$ cat src/rtl/common.sv
// Shared typedefs for the core pipeline and its program loader.
package common;

  typedef logic [31:0] instr_t;

  typedef enum logic [2:0] {
    LD_IDLE,
    LD_LOAD,
    LD_DRAIN,
    LD_RUN,
    LD_ERROR
  } loader_state_type;

endpackage

$ cat src/rtl/program_loader.sv
// Streams a program into instruction memory, holds the core in reset while
// loading, and releases it a fixed number of cycles after the final write.
module program_loader
  import common::*;
#(
  parameter int ADDR_WIDTH = 5,
  parameter int RUN_DELAY  = 2
) (
  input  logic                  clk,
  input  logic                  reset_n,
  input  logic                  load_start,
  input  logic                  load_valid,
  input  instr_t                load_data,
  input  logic                  load_last,
  output logic                  load_ready,
  output logic                  mem_write_enable,
  output logic [ADDR_WIDTH-1:0] mem_address,
  output instr_t                mem_write_data,
  output logic                  cpu_reset_n,
  output logic                  busy,
  output logic                  done,
  output logic                  error,
  output logic [ADDR_WIDTH-2:0] word_count
);

  localparam int DEPTH = 2 ** (ADDR_WIDTH - 2);
  localparam int WCW   = ADDR_WIDTH - 1;
  localparam int DCW   = $clog2(RUN_DELAY + 1) + 1;

  loader_state_type state;
  logic [DCW-1:0]   drain_count;

  always_ff @(posedge clk or negedge reset_n) begin
    if (!reset_n) begin
      state            <= LD_IDLE;
      load_ready       <= 1'b0;
      mem_write_enable <= 1'b0;
      mem_address      <= '0;
      mem_write_data   <= '0;
      cpu_reset_n      <= 1'b0;
      busy             <= 1'b0;
      done             <= 1'b0;
      error            <= 1'b0;
      word_count       <= '0;
      drain_count      <= '0;
    end else begin
      mem_write_enable <= 1'b0;
      case (state)
        LD_IDLE: begin
          if (load_start) begin
            state      <= LD_LOAD;
            load_ready <= 1'b1;
            busy       <= 1'b1;
            word_count <= '0;
          end
        end
        // load_ready is always 1 here, so load_valid alone marks a handshake
        LD_LOAD: begin
          if (load_valid) begin
            mem_write_enable <= 1'b1;
            mem_address      <= {word_count[ADDR_WIDTH-3:0], 2'b00};
            mem_write_data   <= load_data;
            if (word_count != WCW'(DEPTH))
              word_count <= word_count + 1'b1;
            if (load_last) begin
              state       <= LD_DRAIN;
              load_ready  <= 1'b0;
              drain_count <= '0;
            end else if (word_count == WCW'(DEPTH - 1)) begin
              state      <= LD_ERROR;
              load_ready <= 1'b0;
              busy       <= 1'b0;
              error      <= 1'b1;
            end
          end
        end
        LD_DRAIN: begin
          if (drain_count == DCW'(RUN_DELAY)) begin
            state       <= LD_RUN;
            busy        <= 1'b0;
            done        <= 1'b1;
            cpu_reset_n <= 1'b1;
          end else begin
            drain_count <= drain_count + 1'b1;
          end
        end
        LD_RUN, LD_ERROR: begin
          if (load_start) begin
            state       <= LD_LOAD;
            load_ready  <= 1'b1;
            busy        <= 1'b1;
            done        <= 1'b0;
            error       <= 1'b0;
            cpu_reset_n <= 1'b0;
            word_count  <= '0;
          end
        end
        default: state <= LD_IDLE;
      endcase
    end
  end

endmodule
$ cat config.mk
export PLATFORM = sky130hd
export DESIGN_NAME = program_loader
export DESIGN_NICKNAME = d
export VERILOG_FILES = /design/src/rtl/common.sv /design/src/rtl/program_loader.sv
export SDC_FILE = /design/constraint.sdc
export NUM_CORES = 1
export LEC_CHECK = 0
export BUFFER_PORTS_ARGS = -buffer_cell sky130_fd_sc_hd__buf_2
export CAP_MARGIN = 20
export CORE_ASPECT_RATIO = 0.6
export CORE_UTILIZATION = 39
export DETAILED_ROUTE_END_ITERATION = 12
export PLACE_DENSITY = 0.78
export SLEW_MARGIN = 20
export SYNTH_ARGS = -nofsm -noshare
export SYNTH_HDL_FRONTEND = slang
export SYNTH_SLANG_ARGS = --single-unit
$ cat constraint.sdc
create_clock -name clk -period 2.3 [get_ports clk]
set_input_delay 0.69 -clock clk [delete_from_list [all_inputs] [get_ports clk]]
set_output_delay 0.69 -clock clk [all_outputs]
set_load 0.03 [all_outputs]
Yosys cells after proc, flatten, opt, wreduce, memory -nomap -nowiden
Cells that the tools add are included.
W data, S select, Z words.
{ "totals": {"regBits": 50, "in_bits": 37, "output_inout_bits": 47, "elab_cells": 77} }
{ "op_classes": {"add_sub_neg": 2, "n_eq_ne": 17, "mux": 32, "reduce_logical": 16} }
{ "ops": {"columns": ["op", "n"], "rows": [
  ["$mux W3", 8],
  ["$ne A2 B2 Y1 const B", 8],
  ["$reduce_and A4 Y1", 4],
  ["$mux W1", 14],
  ["$mux W4", 3],
  ["$eq A3 B2 Y1 const B", 3],
  ["$pmux W3 S3", 1],
  ["$pmux W4 S2", 1],
  ["$reduce_bool A2 Y1", 4],
  ["$pmux W1 S2", 3],
  ["$pmux W3 S2", 1],
  ["$reduce_and A6 Y1", 1],
  ["$reduce_and A5 Y1", 1],
  ["$add A4 B1 Y4 const B", 1],
  ["$eq A4 B3 Y1 const B", 1],
  ["$ne A4 B4 Y1 const B", 1],
  ["$add A3 B1 Y3 const B", 1],
  ["$eq A3 B1 Y1 const B", 1],
  ["$eq A3 B3 Y1 const B", 1],
  ["$logic_not A3 Y1", 1],
  ["$ne A3 B3 Y1 const B", 1],
  ["$pmux W1 S3", 1],
  ["$reduce_and A3 Y1", 1],
  ["$reduce_bool A3 Y1", 1],
  ["other kinds (4)", 4]
]} }

Logic depth before layout (Yosys ltp)
Gate-level depths: netlist of the first run.
{ "depth": {"ltp_word": 5, "depth_mapped": 7, "ltp_nobuf": 6} }

Least setup slack after synthesis of the first run
OpenSTA, ideal clock, no wires.
{ "synth_path": {"kind": "input -> register", "from": "input load_valid", "to": "register mem_write_data[0]", "setup_time_ns": 0.125, "t_arrival_ns": 1.611, "required_ns": 2.175, "setup_slack_ns": 0.565, "cell_stages": 4, "path_buffers": 2, "cell_sequence": "and4bb_2 buf_2 buf_4 mux2_2"} }
{ "synth_via": {"elab_chain_len": 1} }
{ "synth_lines": {"columns": ["element", "line", "text"], "rows": [
  ["from (decl)", "program_loader.sv:12", "input logic load_valid,"],
  ["$reduce_and A2 Y1 (no source line)", null, null],
  ["to (signal assigned)", "program_loader.sv:62", "mem_write_data <= load_data;"],
  ["to (decl)", "program_loader.sv:18", "output instr_t mem_write_data,"]
]} }
Every way passes these cells.
A chain may end at the register's enable or synchronous reset.

Final worst setup path of the first run
{ "layout_path": {"from": "register state[0]", "to": "register word_count[2]"} }
{ "layout_via": {"elab_chain_len": 4, "word_cells_on_any_way": 11, "cone_classes": "6 x eq/ne; 1 x mux; 4 x reduce/logical"} }
{ "layout_lines": {"columns": ["element", "line", "text"], "rows": [
  ["from (decl)", "program_loader.sv:30", "loader_state_type state;"],
  ["from (signal assigned)", "program_loader.sv:35", "state <= LD_IDLE;"],
  ["from (signal assigned)", "program_loader.sv:51", "state <= LD_LOAD;"],
  ["from (signal assigned)", "program_loader.sv:66", "state <= LD_DRAIN;"],
  ["$eq A3 B2 Y1, or another cell as far along", "program_loader.sv:48", "case (state)"],
  ["$reduce_or A3 Y1 (no source line)", null, null],
  ["$ne A2 B1 Y1 (no source line) / $reduce_bool A2 Y1 (equally long branches)", null, null],
  ["$reduce_and A4 Y1 (no source line)", null, null],
  ["to (signal assigned)", "program_loader.sv:64", "word_count <= word_count + 1'b1;"],
  ["to (decl)", "program_loader.sv:23", "output logic [ADDR_WIDTH-2:0] word_count"]
]} }
Parallel ways exist; a longest one is shown, timed or not.

==> results of run 1 <==
==> cell type report <==
class                           instances  share of cell area
Clock inverter                          1             0.00319
Tap cell                               66              0.0301
Multi-Input combinational cell        103               0.306
Clock buffer                            7              0.0351
Sequential cell                        50               0.456
Inverter                                8              0.0110
Timing Repair Buffer                   83               0.158
==> state kept, by name, summed over array words and instances, names as in the netlist, 3 cells and up <==
register,cells
state,3
mem_write_data,32
drain_count,3
mem_address,3
word_count,4
==> path summary, 6_finish.rpt <==
check | cells after the start | endpoint | slack (ns)
setup / recovery | 4 | word_count[2]$_DFFE_PN0P_ | 0.57
hold / removal | 2 | error$_DFFE_PN0P_ | 0.47
setup reg to reg | 4 | word_count[2]$_DFFE_PN0P_ | 0.57
hold reg to reg | 1 | mem_write_data[25]$_DFFE_PN0P_ | 0.51
max in group asynchronous | 2 | state[2]$_DFFE_PN0P_ | 1.40
min in group clk | 1 | mem_write_data[25]$_DFFE_PN0P_ | 0.51
==> kinds of logic after synthesis <==
family,share of synthesized area
fa+ha+maj,0.0228
mux,0.189
simple gates,0.0851
xor+xnor,0.00400
other cells,0.00171
buf+inv,0.0474
compound gates,0.0788
flops,0.571
==> where the power goes <==
part / switching [mW] / internal (mW)
Combinational: 1.30 / 0.793
Clock: 0.285 / 0.276
Sequential: 0.285 / 1.29
==> worst reg2reg max path: cells and delay by family (launching register included) <==
kind	cells	cell delay [ns]
DFF	1	0.60
and+or+nand+nor	2	0.56
AOI/OAI and AO/OA	2	0.47
==> cell usage after synthesis (4+ instances only) <==
library cell | n | area [um2]
nor2_1 | 6 | 22.5
dfrtp_1 | 50 | 1250
buf_4 | 6 | 45.0
inv_1 | 8 | 30.0
o21ai_0 | 9 | 45.0
nand2_1 | 8 | 30.0
a21oi_1 | 4 | 20.0
nand3_1 | 5 | 25.0
mux2_2 | 35 | 394
ha_1 | 4 | 50.1
==> layer usage <==
metal,wire length (um),track usage,vias up
met3,316,0.0538,4
met4,30,0.0448,0
met1,2030,0.207,755
met5,0,0,-
li1,-,-,766
met2,1730,0.212,54
==> metrics.yaml, run 1 <==
finish:
  area_growth_pct: 25.1
  final_common_cell: "buf_2"
  fillers: 467
  final_cell_area_um2: 2740
  mostFrequentLayoutCells: "81 x buf_2, 50 x dfrtp_1, 35 x mux2_2"
  fin_cells: 318
  fin_util: 0.524
  drive_gt1_frac: 0.512
  multiInputGateArea_um2: 840
  seq_area_um2: 1250
  num_antenna_cells: 0
  num-nets-final: 292
timing:
  fmax_mhz: 577
  slew_viol_final: 0
  slew_headroom: 0.591
  layout_setup_ws_ns: 0.566
  finClkSkew_ns: 0.00389
  worstMarginPinSlew_ns: 0.614
  tns_ns: 0
  finalCritPeriodShare: 0.754
  hold_violations: 0
  post-route-min-period_ns: 1.73
  setup_violations: 0
  rsz0062_at_grt: "no"
  timing.hold.ws_ns: 0.475
placed_design:
  placed_area_um2: 2640
  port_buffers: 81
  pre_cts_ws_ns: 0.484
  hpwl_um: 2940
  placed_cells: 310
  routabilityCongestion: 0.750
worst_setup_path:
  cp-start-kind: "flip-flop"
  endpoint_kind: "flip-flop"
  cpMaxStageDelayCell: "dfrtp_1"
  critPathKind: "flip-flop to flip-flop"
  worstPathMaxFanout: 14
  required_ns: 2.49
  critPathLaunch: "state[0]$_DFFE_PN0P_"
  max_stage_delay_ns: 0.60
  worst-path-buf-inv: 0
  cp_top_family: "flip-flops"
  arrival_ns: 1.92
  worstReg2RegStart: "state[0]$_DFFE_PN0P_"
  path_cells: "or3b_4, a21oi_2, nor2_1, a32o_1"
clock_network:
  cts_buffers: 5
  clock_sinks: 50
  ctsHtreeMaxLevel: 2
  clk_latency_ns: 0.30
  cts.reportedPaths.clkPinSlew_ns: 0.09
  root_buffer: "clkbuf_8"
  postCtsSetupBuffers: 0
  tritoncts: "yes"
  cts_resized: 0
  ctsHoldBuffers: 0
  cts.path.max_buffers: 2
power:
  powerDensity_nw_per_um2: 1540
  finalPower_mw: 4.23
  ir_worst_vdd_mv: 0.717
  cellLeakagePower_nw: 1.33
global_route:
  grt_pass1_wl_um: 6580
  antenna_found_initial: 0
  grt_pass1_vias: 1398
  grt_overflow: 0
  grt_use_total: 0.147
  grt_max_degree: 51
flow_run:
  drv_cap: 0
logic_synthesis:
  syn_inst: 171
  ys_seq_area_frac: 0.571
  synth_edf_count: 0
  syn_area_um2: 2190
  ys_async_sr_fraction: 1.00
  ys_warn_count: 0
  synth.avg_cell_area_um2: 12.8
  yosysUniqueCellTypes: 38
  synth-seq-cells: 50
  ys.flop_type: "dfrtp_1"
drt:
  ant_nets: 0
  post_drt_wl_per_cell_um: 12.9
  num_vias: 1579
  viasPerCell: 4.97
  first_iter_violations: 45
  first_pass_iters: 4
  wirelength_um: 4100
  drcViolationCount: 0
outcome:
  status: "finished clean"
die:
  die_w_um: 98.8
  die_h_um: 60.1
  ios: 84
  initial_core_util: 0.419
  core_area_um2: 5230
  dieArea_um2: 5930
  row_count: 20
min_path:
  hold_class: "input pin to asynchronous set/reset pin"
Power figures use the tool's default switching activity.
==> run 2: changes to the inputs <==
==> constraint.sdc (replaced) <==
create_clock -name clk -period 1.75 [get_ports clk]
set_input_delay 0.525 -clock clk [delete_from_list [all_inputs] [get_ports clk]]
set_output_delay 0.525 -clock clk [all_outputs]
set_load 0.03 [all_outputs]
==> run 2 against run 1 <==
Flip-flop and latch count is the same. Count of clock-buffer cells in the layout shrank 2. Wire length grew 8.2%.
==> metrics.yaml, run 2 (synthesis results as in run 1) <==
outcome:
  status: "finished clean"  # unchanged
power:
  p_comb_frac: 0.505  # was 0.496
  finalPower_mw: 5.80  # was 4.23 mW
  p_clk_frac: 0.143  # was 0.132
  seqPwrFrac: 0.353  # was 0.372
  p_sw_mw: 2.53  # was 1.87 mW
  switching_share: 0.437  # was 0.443
  ir_worst_vdd_mv: 0.992  # was 0.717 mV
  powerDensity_nw_per_um2: 2050  # was 1540 nW/um2
  cellLeakagePower_nw: 1.38  # was 1.33 nW
  internal_power_mw: 3.27  # was 2.36 mW
timing:
  tns_ns: 0  # unchanged
  timing.hold.ws_ns: 0.198  # was 0.475 ns
  layout_setup_ws_ns: 0.111  # was 0.566 ns
  slew_viol_final: 0  # unchanged
  post-route-min-period_ns: 1.64  # was 1.73 ns
  rsz0062_at_grt: "no"  # unchanged
  hold_violations: 0  # unchanged
  fmax_mhz: 610  # was 577 MHz
  finalCritPeriodShare: 0.936  # was 0.754
  finClkSkew_ns: 0.00376  # was 0.00389 ns
  setup_violations: 0  # unchanged
placed_design:
  placed_cells: 317  # was 310
  port_buffers: 81  # unchanged
  routabilityCongestion: 0.802  # was 0.750
  pre_cts_ws_ns: 0.109  # was 0.484 ns
  placed_area_um2: 2710  # was 2640 um2
  hpwl_um: 3270  # was 2940 um
die:
  row_count: 20  # unchanged
  core_area_um2: 5230  # unchanged
  die_w_um: 98.8  # unchanged
  die_h_um: 60.1  # unchanged
  ios: 84  # unchanged
  dieArea_um2: 5930  # unchanged
  initial_core_util: 0.419  # unchanged
finish:
  top_register: "mem_write_data"  # unchanged
  final_common_cell: "buf_2"  # unchanged
  final_cell_area_um2: 2830  # was 2740 um2
  fin_cells: 325  # was 318
  num_antenna_cells: 0  # unchanged
  largest_registers: "mem_write_data (32), word_count (4)"  # unchanged
  fillers: 469  # was 467
  mostFrequentLayoutCells: "81 x buf_2, 50 x dfrtp_1, 35 x mux2_2"  # unchanged
  drive_gt1_frac: 0.525  # was 0.512
  largest_reg_flops: 32  # unchanged
  area_growth_pct: 29.0  # was 25.1%
  fin_util: 0.540  # was 0.524
  num-nets-final: 299  # was 292
global_route:
  grt_use_total: 0.161  # was 0.147
  grt_pass1_vias: 1598  # was 1,398
  grt_overflow: 0  # unchanged
  antenna_found_initial: 0  # unchanged
  grt_max_degree: 51  # unchanged
  grt_pass1_wl_um: 7280  # was 6580 um
drt:
  first_iter_violations: 42  # was 45
  wirelength_um: 4440  # was 4100 um
  first_pass_iters: 4  # unchanged
  drcViolationCount: 0  # unchanged
  post_drt_wl_per_cell_um: 13.7  # was 12.9 um
  ant_nets: 0  # unchanged
  viasPerCell: 5.03  # was 4.97
  num_vias: 1634  # was 1,579
worst_setup_path:
  cp-start-kind: "flip-flop"  # unchanged
  arrival_ns: 1.88  # was 1.92 ns
  worstReg2RegStart: "state[0]$_DFFE_PN0P_"  # unchanged
  critPathLaunch: "state[0]$_DFFE_PN0P_"  # unchanged
  critPathKind: "flip-flop to flip-flop"  # unchanged
  required_ns: 1.99  # was 2.49 ns
  worstPathMaxFanout: 9  # was 14
  endpoint_kind: "flip-flop"  # unchanged
clock_network:
  cts_resized: 0  # unchanged
  tritoncts: "yes"  # unchanged
  clock_sinks: 50  # unchanged
  ctsHtreeMaxLevel: 2  # unchanged
  cts_buffers: 5  # unchanged
  cts.path.max_buffers: 2  # unchanged
  root_buffer: "clkbuf_8"  # unchanged
  ctsHoldBuffers: 0  # unchanged
  clk_latency_ns: 0.30  # about the same
  postCtsSetupBuffers: 0  # unchanged
  cts.reportedPaths.clkPinSlew_ns: 0.09  # about the same
flow_run:
  drv_cap: 0  # unchanged
min_path:
  hold_class: "input pin to asynchronous set/reset pin"  # unchanged
-- run 2: cell count changes in the layout (fill, tap and decap cells not counted) --
cell / before / now
clkinv_2: 0 / 1
inv_6: 0 / 1
clkinv_4: 1 / 0
bufinv_16: 0 / 1
clkbuf_8: 7 / 5
buf_4: 1 / 6
buf_12: 1 / 3
-- run 2: worst max-delay path, stage by stage, from the launching register on --
cell and delay [ns]:
dfrtp_1 0.51, or3b_4 0.45, or4_1 0.51, nand3_1 0.10
-- run 2: final timing paths --
kind | end | slack (ns) | cells past startpoint
worst max-delay path | word_count[3]$_DFFE_PN0P_ | 0.11 | 3
worst min-delay path | mem_address[2]$_DFFE_PN0P_ | 0.20 | 2
worst max register to register | word_count[3]$_DFFE_PN0P_ | 0.11 | 3
worst min register to register | mem_write_data[23]$_DFFE_PN0P_ | 0.51 | 1
max in group asynchronous | mem_write_data[0]$_DFFE_PN0P_ | 1.32 | 2
min in group clk | drain_count[2]$_DFFE_PN0P_ | 0.44 | 2
-- run 2: metal layers --
layer	wire, um	GRT usage	up-vias
met4	37	0.0512	0
met3	307	0.0503	5
met2	1980	0.252	64
met1	2120	0.215	784
met5	0	0	-
li1	-	-	781
-- run 2: area by class of cell --
type,instances,area (um2),share of cell area
multi-input combinational,103,840,0.297
timing repair buffer,90,510,0.181
tap,66,82.6,0.0292
sequential,50,1250,0.443
clock inverter,3,43.8,0.0155
clock buffer,5,68.8,0.0243
inverter,8,30.0,0.0106
-- run 2: power by group through the flow --
stage	combinational, mW	sequential [mW]	clock (mW)
after global routing	3.16	2.13	0.902
after global placement	2.88	2.04	0
after detailed placement	2.96	2.06	0
after floorplan	1.11	2.99	0
after CTS	2.96	2.05	0.849
final	2.93	2.05	0.828
==> run 3: changes to the inputs <==
--- a/config.mk
+++ b/config.mk
@@ -7,10 +7,10 @@
 export LEC_CHECK = 0
 export BUFFER_PORTS_ARGS = -buffer_cell sky130_fd_sc_hd__buf_2
 export CAP_MARGIN = 20
-export CORE_ASPECT_RATIO = 0.6
-export CORE_UTILIZATION = 39
+export CORE_ASPECT_RATIO = 2
+export CORE_UTILIZATION = 43
 export DETAILED_ROUTE_END_ITERATION = 12
-export PLACE_DENSITY = 0.78
+export PLACE_DENSITY = 0.84
 export SLEW_MARGIN = 20
 export SYNTH_ARGS = -nofsm -noshare
 export SYNTH_HDL_FRONTEND = slang
==> run 3 against run 2 <==
Final cell count decreased by 3.1%. Critical path type unchanged. Maximum frequency is 1.9% higher. Global-route usage is 2.4 points higher.
==> metrics.yaml, run 3 (synthesis results as in run 1) <==
outcome:
  status: "finished clean"  # unchanged
drt:
  num_vias: 1623  # was 1,634
  first_pass_iters: 5  # was 4
  drcViolationCount: 0  # unchanged
  viasPerCell: 5.15  # was 5.03
  ant_nets: 0  # unchanged
  first_iter_violations: 17  # was 42
  wirelength_um: 4520  # was 4440 um
  post_drt_wl_per_cell_um: 14.4  # was 13.7 um
worst_setup_path:
  critPathKind: "flip-flop to flip-flop"  # unchanged
  critPathLaunch: "state[2]$_DFFE_PN0P_"  # was state[0]$_DFFE_PN0P_
  required_ns: 1.94  # was 1.99 ns
  r2r_slack_ns: 0.14  # was 0.11 ns
  worstPathMaxFanout: 6  # was 9
  worstReg2RegStart: "state[2]$_DFFE_PN0P_"  # was state[0]$_DFFE_PN0P_
  r2r_cells: 4  # was 3
  arrival_ns: 1.80  # was 1.88 ns
  cp-start-kind: "flip-flop"  # unchanged
  cp-endpoint: "word_count[2]$_DFFE_PN0P_"  # was word_count[3]$_DFFE_PN0P_
  endpoint_kind: "flip-flop"  # unchanged
  r2r-end: "word_count[2]$_DFFE_PN0P_"  # was word_count[3]$_DFFE_PN0P_
placed_design:
  routabilityCongestion: 0.791  # was 0.802
  pre_cts_ws_ns: 0.132  # was 0.109 ns
  port_buffers: 81  # unchanged
  hpwl_um: 3460  # was 3270 um
clock_network:
  root_buffer: "clkbuf_8"  # unchanged
  ctsHtreeMaxLevel: 2  # unchanged
  cts.reportedPaths.clkPinSlew_ns: 0.09  # about the same
  ctsHoldBuffers: 0  # unchanged
  clk_latency_ns: 0.31  # was 0.30 ns
  cts_buffers: 5  # unchanged
  postCtsSetupBuffers: 0  # unchanged
  cts.path.max_buffers: 2  # unchanged
  cts_resized: 0  # unchanged
  clock_sinks: 50  # unchanged
  tritoncts: "yes"  # unchanged
finish:
  num-nets-final: 298  # was 299
  drive_gt1_frac: 0.519  # was 0.525
  num_antenna_cells: 0  # unchanged
  top_register: "mem_write_data"  # unchanged
  largest_reg_flops: 32  # unchanged
  area_growth_pct: 27.4  # was 29.0%
  mostFrequentLayoutCells: "81 x buf_2, 50 x dfrtp_1, 35 x mux2_2"  # unchanged
  largest_registers: "mem_write_data (32), word_count (4)"  # unchanged
  final_common_cell: "buf_2"  # unchanged
flow_run:
  drv_cap: 0  # unchanged
min_path:
  hold_class: "input pin to asynchronous set/reset pin"  # unchanged
timing:
  finClkSkew_ns: 0.0111  # was 0.00376 ns
  tns_ns: 0  # unchanged
  timing.hold.ws_ns: 0.183  # was 0.198 ns
  slew_viol_final: 0  # unchanged
  rsz0062_at_grt: "no"  # unchanged
  layout_setup_ws_ns: 0.142  # was 0.111 ns
  post-route-min-period_ns: 1.61  # was 1.64 ns
  setup_violations: 0  # unchanged
  fmax_mhz: 622  # was 610 MHz
  hold_violations: 0  # unchanged
  finalCritPeriodShare: 0.919  # was 0.936
die:
  die_w_um: 52.5  # was 98.8 um
  row_count: 36  # was 20
  die_h_um: 103  # was 60.1 um
  initial_core_util: 0.450  # was 0.419
  dieArea_um2: 5400  # was 5930 um2
  ios: 84  # unchanged
  core_area_um2: 4860  # was 5230 um2
global_route:
  grt_overflow: 0  # unchanged
  grt_max_degree: 51  # unchanged
  grt_pass1_wl_um: 7320  # was 7280 um
  grt_pass1_vias: 1647  # was 1,598
  antenna_found_initial: 0  # unchanged
  grt_use_total: 0.185  # was 0.161
power:
  ir_worst_vdd_mv: 1.35  # was 0.992 mV
  finalPower_mw: 5.64  # was 5.80 mW
  powerDensity_nw_per_um2: 2020  # was 2050 nW/um2
  cellLeakagePower_nw: 1.36  # was 1.38 nW
-- run 3: cell types whose count changed in the layout (fill, tap and decap cells not counted) --
cell,before,now
buf_4,6,5
bufinv_16,1,0
clkbuf_1,0,1
clkbuf_8,5,6
clkinv_2,1,0
-- run 3: metrics by stage --
step,cell area (um2),utilization,cells
global route,2790,0.574,315
floorplan,2190,-,172
finish,2790,0.574,315
detailed placement,2700,0.554,307
global placement,2700,0.554,307
CTS,2790,0.574,315
-- run 3: final cells by class --
cell class / count / area (um2)
Clock buffer: 7 / 86.3
Timing Repair Buffer: 89 / 503
Sequential cell: 50 / 1250
Multi-Input combinational cell: 103 / 840
Clock inverter: 1 / 8.76
Inverter: 8 / 30.0
Fill cell: 452 / 2070
Tap cell: 57 / 71.3
-- run 3: worst min-delay path by stage --
stage                                    from                              to  slack [ns]  depth (start not counted)
6_report                              reset_n  mem_write_data[13]$_DFFE_PN0P_        0.18                          2
5_1_grt                               reset_n  mem_write_data[13]$_DFFE_PN0P_        0.20                          2
4_1_cts                               reset_n  mem_write_data[13]$_DFFE_PN0P_        0.19                          2
3_5_place_dp    mem_write_data[1]$_DFFE_PN0P_   mem_write_data[1]$_DFFE_PN0P_        0.49                          1
3_3_place_gp   mem_write_data[30]$_DFFE_PN0P_  mem_write_data[30]$_DFFE_PN0P_        0.49                          1
2_1_floorplan                         reset_n                busy$_DFFE_PN0P_        0.23                          0
-- run 3: critical path, stage by stage (launching register included) --
cell	delay (ns)
dfrtp_1	0.46
or3b_4	0.45
a21oi_2	0.23
nor2_1	0.11
a32o_1	0.26
-- run 3: per-layer routing --
| metal | track usage | vias to the layer above | wire length (um) |
|---|---|---|---|
| met1 | 0.202 | 793 | 1630 |
| met4 | 0.0749 | 0 | 94 |
| met5 | 0 | - | 0 |
| li1 | - | 775 | - |
| met3 | 0.0457 | 8 | 199 |
| met2 | 0.330 | 47 | 2600 |
-- run 3: report_power, final --
group | internal (mW) | leakage (nW) | switching (mW)
Clock | 0.327 | 0.0489 | 0.371
Sequential | 1.70 | 0.606 | 0.358
Combinational | 1.12 | 0.708 | 1.77
